===== src/rtl/serial_subtractor.sv =====
// Bit-serial subtractor: computes a - b LSB first, one bit per clock, and
// reports the difference, unsigned borrow and two's-complement overflow.
module serial_subtractor #(
  parameter int unsigned WIDTH = 32
) (
  input  logic             clk,
  input  logic             reset,
  input  logic             start,
  input  logic [WIDTH-1:0] a,
  input  logic [WIDTH-1:0] b,
  output logic             ready,
  output logic             done,
  output logic [WIDTH-1:0] difference,
  output logic             borrowout,
  output logic             overflow
);

  localparam int unsigned CW = $clog2(WIDTH) + 1;

  typedef enum logic [1:0] {
    IDLE = 2'd0,
    RUN  = 2'd1,
    DONE = 2'd2
  } state_t;

  state_t          state;
  state_t          state_next;
  logic            accept_c;
  logic            step_c;
  logic            last_c;

  logic [WIDTH-1:0] a_sr;
  logic [WIDTH-1:0] b_sr;
  logic [WIDTH-1:0] d_sr;
  logic [CW-1:0]    cnt;
  logic             borrow;

  logic             bit_a_c;
  logic             bit_b_c;
  logic             d_c;
  logic             borrow_next_c;
  logic [WIDTH-1:0] d_shifted_c;

  // State register
  always_ff @(posedge clk or posedge reset) begin
    if (reset) begin
      state <= IDLE;
    end else begin
      state <= state_next;
    end
  end

  // Next-state decode and datapath strobes
  always_comb begin
    state_next = state;
    accept_c   = 1'b0;
    step_c     = 1'b0;
    last_c     = 1'b0;
    case (state)
      IDLE: begin
        if (start) begin
          accept_c   = 1'b1;
          state_next = RUN;
        end
      end
      RUN: begin
        step_c = 1'b1;
        if (cnt == CW'(WIDTH - 1)) begin
          last_c     = 1'b1;
          state_next = DONE;
        end
      end
      DONE: begin
        state_next = IDLE;
      end
      default: begin
        state_next = IDLE;
      end
    endcase
  end

  // One full-subtractor bit slice on the current LSBs
  always_comb begin
    bit_a_c       = a_sr[0];
    bit_b_c       = b_sr[0];
    d_c           = bit_a_c ^ bit_b_c ^ borrow;
    borrow_next_c = (~bit_a_c & bit_b_c) | (~(bit_a_c ^ bit_b_c) & borrow);
    d_shifted_c   = {d_c, d_sr[WIDTH-1:1]};
  end

  // Operand/result shift registers, counter and registered outputs
  always_ff @(posedge clk or posedge reset) begin
    if (reset) begin
      a_sr       <= '0;
      b_sr       <= '0;
      d_sr       <= '0;
      cnt        <= '0;
      borrow     <= 1'b0;
      ready      <= 1'b1;
      done       <= 1'b0;
      difference <= '0;
      borrowout  <= 1'b0;
      overflow   <= 1'b0;
    end else begin
      ready <= (state_next == IDLE);
      done  <= (state_next == DONE);
      if (accept_c) begin
        a_sr   <= a;
        b_sr   <= b;
        d_sr   <= '0;
        cnt    <= '0;
        borrow <= 1'b0;
      end else if (step_c) begin
        a_sr   <= a_sr >> 1;
        b_sr   <= b_sr >> 1;
        d_sr   <= d_shifted_c;
        borrow <= borrow_next_c;
        cnt    <= cnt + CW'(1);
      end
      // Publish on the final bit; the MSB operand bits sit in bit 0 now
      if (last_c) begin
        difference <= d_shifted_c;
        borrowout  <= borrow_next_c;
        overflow   <= (bit_a_c != bit_b_c) & (d_c != bit_a_c);
      end
    end
  end

endmodule


===== config.mk =====
export PLATFORM = sky130hd
export DESIGN_NAME = serial_subtractor
export DESIGN_NICKNAME = d
export VERILOG_FILES = /design/src/rtl/serial_subtractor.sv
export SDC_FILE = /design/constraint.sdc
export NUM_CORES = 1
export LEC_CHECK = 0
export ABC_AREA = 1
export CORE_UTILIZATION = 47
export DETAILED_ROUTE_END_ITERATION = 6
export HOLD_SLACK_MARGIN = 0.06
export MAX_ROUTING_LAYER = met4
export PLACE_DENSITY = 0.8
export SYNTH_ARGS = -nofsm -noshare
export SYNTH_HDL_FRONTEND = slang
export SYNTH_SLANG_ARGS = --single-unit

===== constraint.sdc =====
create_clock -name clk -period 4.5 [get_ports clk]
set_input_delay 0.45 -clock clk [delete_from_list [all_inputs] [get_ports clk]]
set_output_delay 0.45 -clock clk [all_outputs]
set_load 0.01 [all_outputs]

==> out/summary.txt <==
die height -> 113.1 µm
Worst Hold Class -> register to register
Max-Slew Margin vs Limit -> 15.52%
post-synthesis sequential area ratio -> 60.37%
reg2reg start -> state[0]$_DFF_PP0_
Max Cap Viol -> 0
number of global-route vias before repair -> 4233
crit path buf inv count -> 1
Total Die Area -> 0.01280 mm²
Setup CP Type -> register to register
Antenna Diode Count -> 0
detailed-route wire length -> 11770 µm
critical path fanouts, max -> 100
PwrDens -> 663.4 mW/mm²
Area contributors post-synth -> dfrtp_1 60%, nand2_1 18%, nand3_1 8.4%
ys flop type -> dfrtp_1
Avg WL per Cell -> 13.05 µm
Critical-path top delay cell -> nor2_8
largest family of logic cells by synthesized area -> simple AND/OR/NAND/NOR gates
unique cell type count in the Yosys netlist -> 21
Avg Inst Size Synth -> 8.877 µm²
Root Driver -> clkbuf_16
Post-Synthesis Cells -> 654
crit-path most repeated cell -> nand2_1
Simple-Gate Fraction of Synth Area -> 27.84%
largest area contributor in the netlist -> dfrtp_1
clk_lat worst skew -> 420 ps
synthesized area -> 0.005806 mm²
final setup fails -> 0
Final Hold Fails -> 0
Hold Path Stages -> 2
RSZ-0062 raised after global routing -> false
Yosys warnings -> 0
R2R cell count -> 5
routed via count -> 4547
num rows -> 40
Placer Congestion -> 0.7648
Worst Path Arrival -> 2550 ps
cells along the critical path -> inv_2, nor2_8, nand2_4, nand2_1, nand2_1
Final TNS setup -> 0 ps
top-area cell type share of the netlist area -> 59.91%
status -> finished, final reports clean
Routed Antenna Nets -> 0
final std cells w/o fill -> 902
clk sinks -> 140
largest net degree at the start of global routing -> 114
Reg-to-Reg End -> difference[6]$_DFFE_PP0P_
cell with the most instances after synthesis -> nand2_1
# Post-CTS Setup Buffers -> 0
top-level I/O count -> 103
top cells by count, synth -> 282 x nand2_1, 139 x dfrtp_1, 98 x nand3_1, 44 x inv_1, 30 x o22ai_1
gr usage total -> 20.22%
post-CTS sizing -> 0
Initial DRC Count -> 343
post-layout min period -> 2246 ps
Post-synth EDFFs -> 0
post-synthesis compound-gate area fraction -> 4.289%
FF+latch count, synth -> 140
first-pass GRT wire length -> 19710 µm
global route overflow -> 0
Hold Crit Start -> difference[24]$_DFFE_PP0P_
DR pass1 iterations -> 4
Clk pin slew, worst setup/hold paths -> 60 ps
cts bufs inserted -> 17
Worst Hold End -> difference[24]$_DFFE_PP0P_
Vias/cell -> 5.041
residual DRC count -> 0
crit path capture type -> register
Max Buffers Root-to-Sink -> 2
# hold bufs at CTS -> 0
CP delay by family, top -> simple AND/OR/NAND/NOR gates
Cells after DPL -> 870
fin crit share -> 49.92%
share of cells above drive strength 1 -> 5.828%
Area Growth Syn to Fin -> 29.35%
Initial Utilization -> 48.33%
XOR/XNOR share of the synthesized area -> 0%
skew final -> 8.272 ps
chip width -> 113.1 µm
DP Wirelength -> 7319 µm
crit-path max cell delay -> 890 ps
Worst Max-Slew Pin Slew -> 1267 ps
VDD IR max -> 0.3061 mV
post-synthesis adder-cell area fraction -> 0.7759%
fmax -> 445.1 MHz
mux cell area share after synthesis -> 0%
CORE AREA -> 0.01201 mm²
final net count -> 812
CTS tree -> yes
Leak -> 3.552 nW
max-slew violation count -> 0
I/O Buffers -> 102
Synthesized Nets -> 724
initial antenna violation count -> 0
WP data required -> 4800 ps
Worst setup SP type -> register
internal reg-to-reg setup slack -> 2250 ps
H-tree depth -> 4
asr flop ratio synth -> 100.0%
==> registers in the layout, summed over array words and instances (netlist names) <==
register and count:
done 1, borrow 1, difference 32, d_sr 31
ready 1, borrowout 1, a_sr 32, overflow 1
cnt 6, b_sr 32, state 2
==> cell type report <==
class                      instances  area, µm²
fill                            1019       4502
sequential                       140       3505
multi-input combinational        431       1918
timing repair buffer             104       1036
clock buffer                      19      442.9
clock inverter                    13      239.0
inverter                          48      185.2
tap                              147      183.9
==> cell usage in the layout, fill, tap and decap left out, types with 2 or more instances in the layout <==
master and n:
buf_4 2, bufinv_16 6, clkbuf_16 17, clkdlybuf4s50_1 102, clkinv_4 4, clkinvlp_4 2
dfrtp_1 139, ha_1 2, inv_1 43, inv_2 4, inv_6 2, nand2_1 282
nand3_1 98, nor2_1 4, o211ai_1 3, o21ai_0 6, o22ai_1 30
==> through the flow <==
stage / util, % / instance area (µm²) / total power [mW] / setup WS (ps) / hold WS (ps)
after detailed placement: 56.84 / 6828 / 3.412 / 2176 / 457.2
after CTS: 62.52 / 7510 / 5.027 / 2190 / 472.2
after global routing: 62.52 / 7510 / 5.296 / 1912 / 496.9
final: 62.52 / 7510 / 4.982 / 2254 / 467.5
after global placement: 56.84 / 6828 / 3.335 / 2234 / 454.0
after floorplan: - / 5806 / 2.925 / 298.8 / 453.8
==> worst max-delay path by stage <==
stage / from / to / slack (ps) / cells past startpoint
finish: state[0]$_DFF_PP0_ / difference[6]$_DFFE_PP0P_ / 2250 / 5
global route: state[0]$_DFF_PP0_ / difference[22]$_DFFE_PP0P_ / 1910 / 5
CTS: state[0]$_DFF_PP0_ / difference[7]$_DFFE_PP0P_ / 2190 / 5
detailed placement: start / a_sr[30]$_DFFE_PP0P_ / 2180 / 5
global placement: start / b_sr[30]$_DFFE_PP0P_ / 2230 / 5
floorplan: reset / a_sr[0]$_DFFE_PP0P_ / 300 / 1
==> report_power, final <==
part,leakage [nW],internal [mW],total [mW],switching (mW)
clock,0.324,1.06,1.59,0.528
sequential,1.71,1.76,2.05,0.291
combinational,1.51,0.606,1.34,0.738
==> layer usage <==
metal  share of wire [%]  GRT usage [%]  up-vias
li1                    -              -     2270
met1                  45          25.10     2142
met2                  50          31.90      124
met3                 4.5          5.249       11
met4                 1.1          7.719        0
met5                   0              -        -
==> worst register-to-register path, cell delays in order (launching register included) <==
cell,delay [ps]
dfrtp_1,420
inv_2,90
nor2_8,890
nand2_4,470
nand2_1,200
nand2_1,70
==> cell families (layout without fill, tap and decap cells) <==
logic type,Yosys count,after routing
and+or+nand+nor,388,388
DFF,140,140
buffers and inverters,83,184
AOI/OAI and AO/OA,40,40
adders and majority gates,3,3
Note: power is estimated with default switching activity, not from simulation.
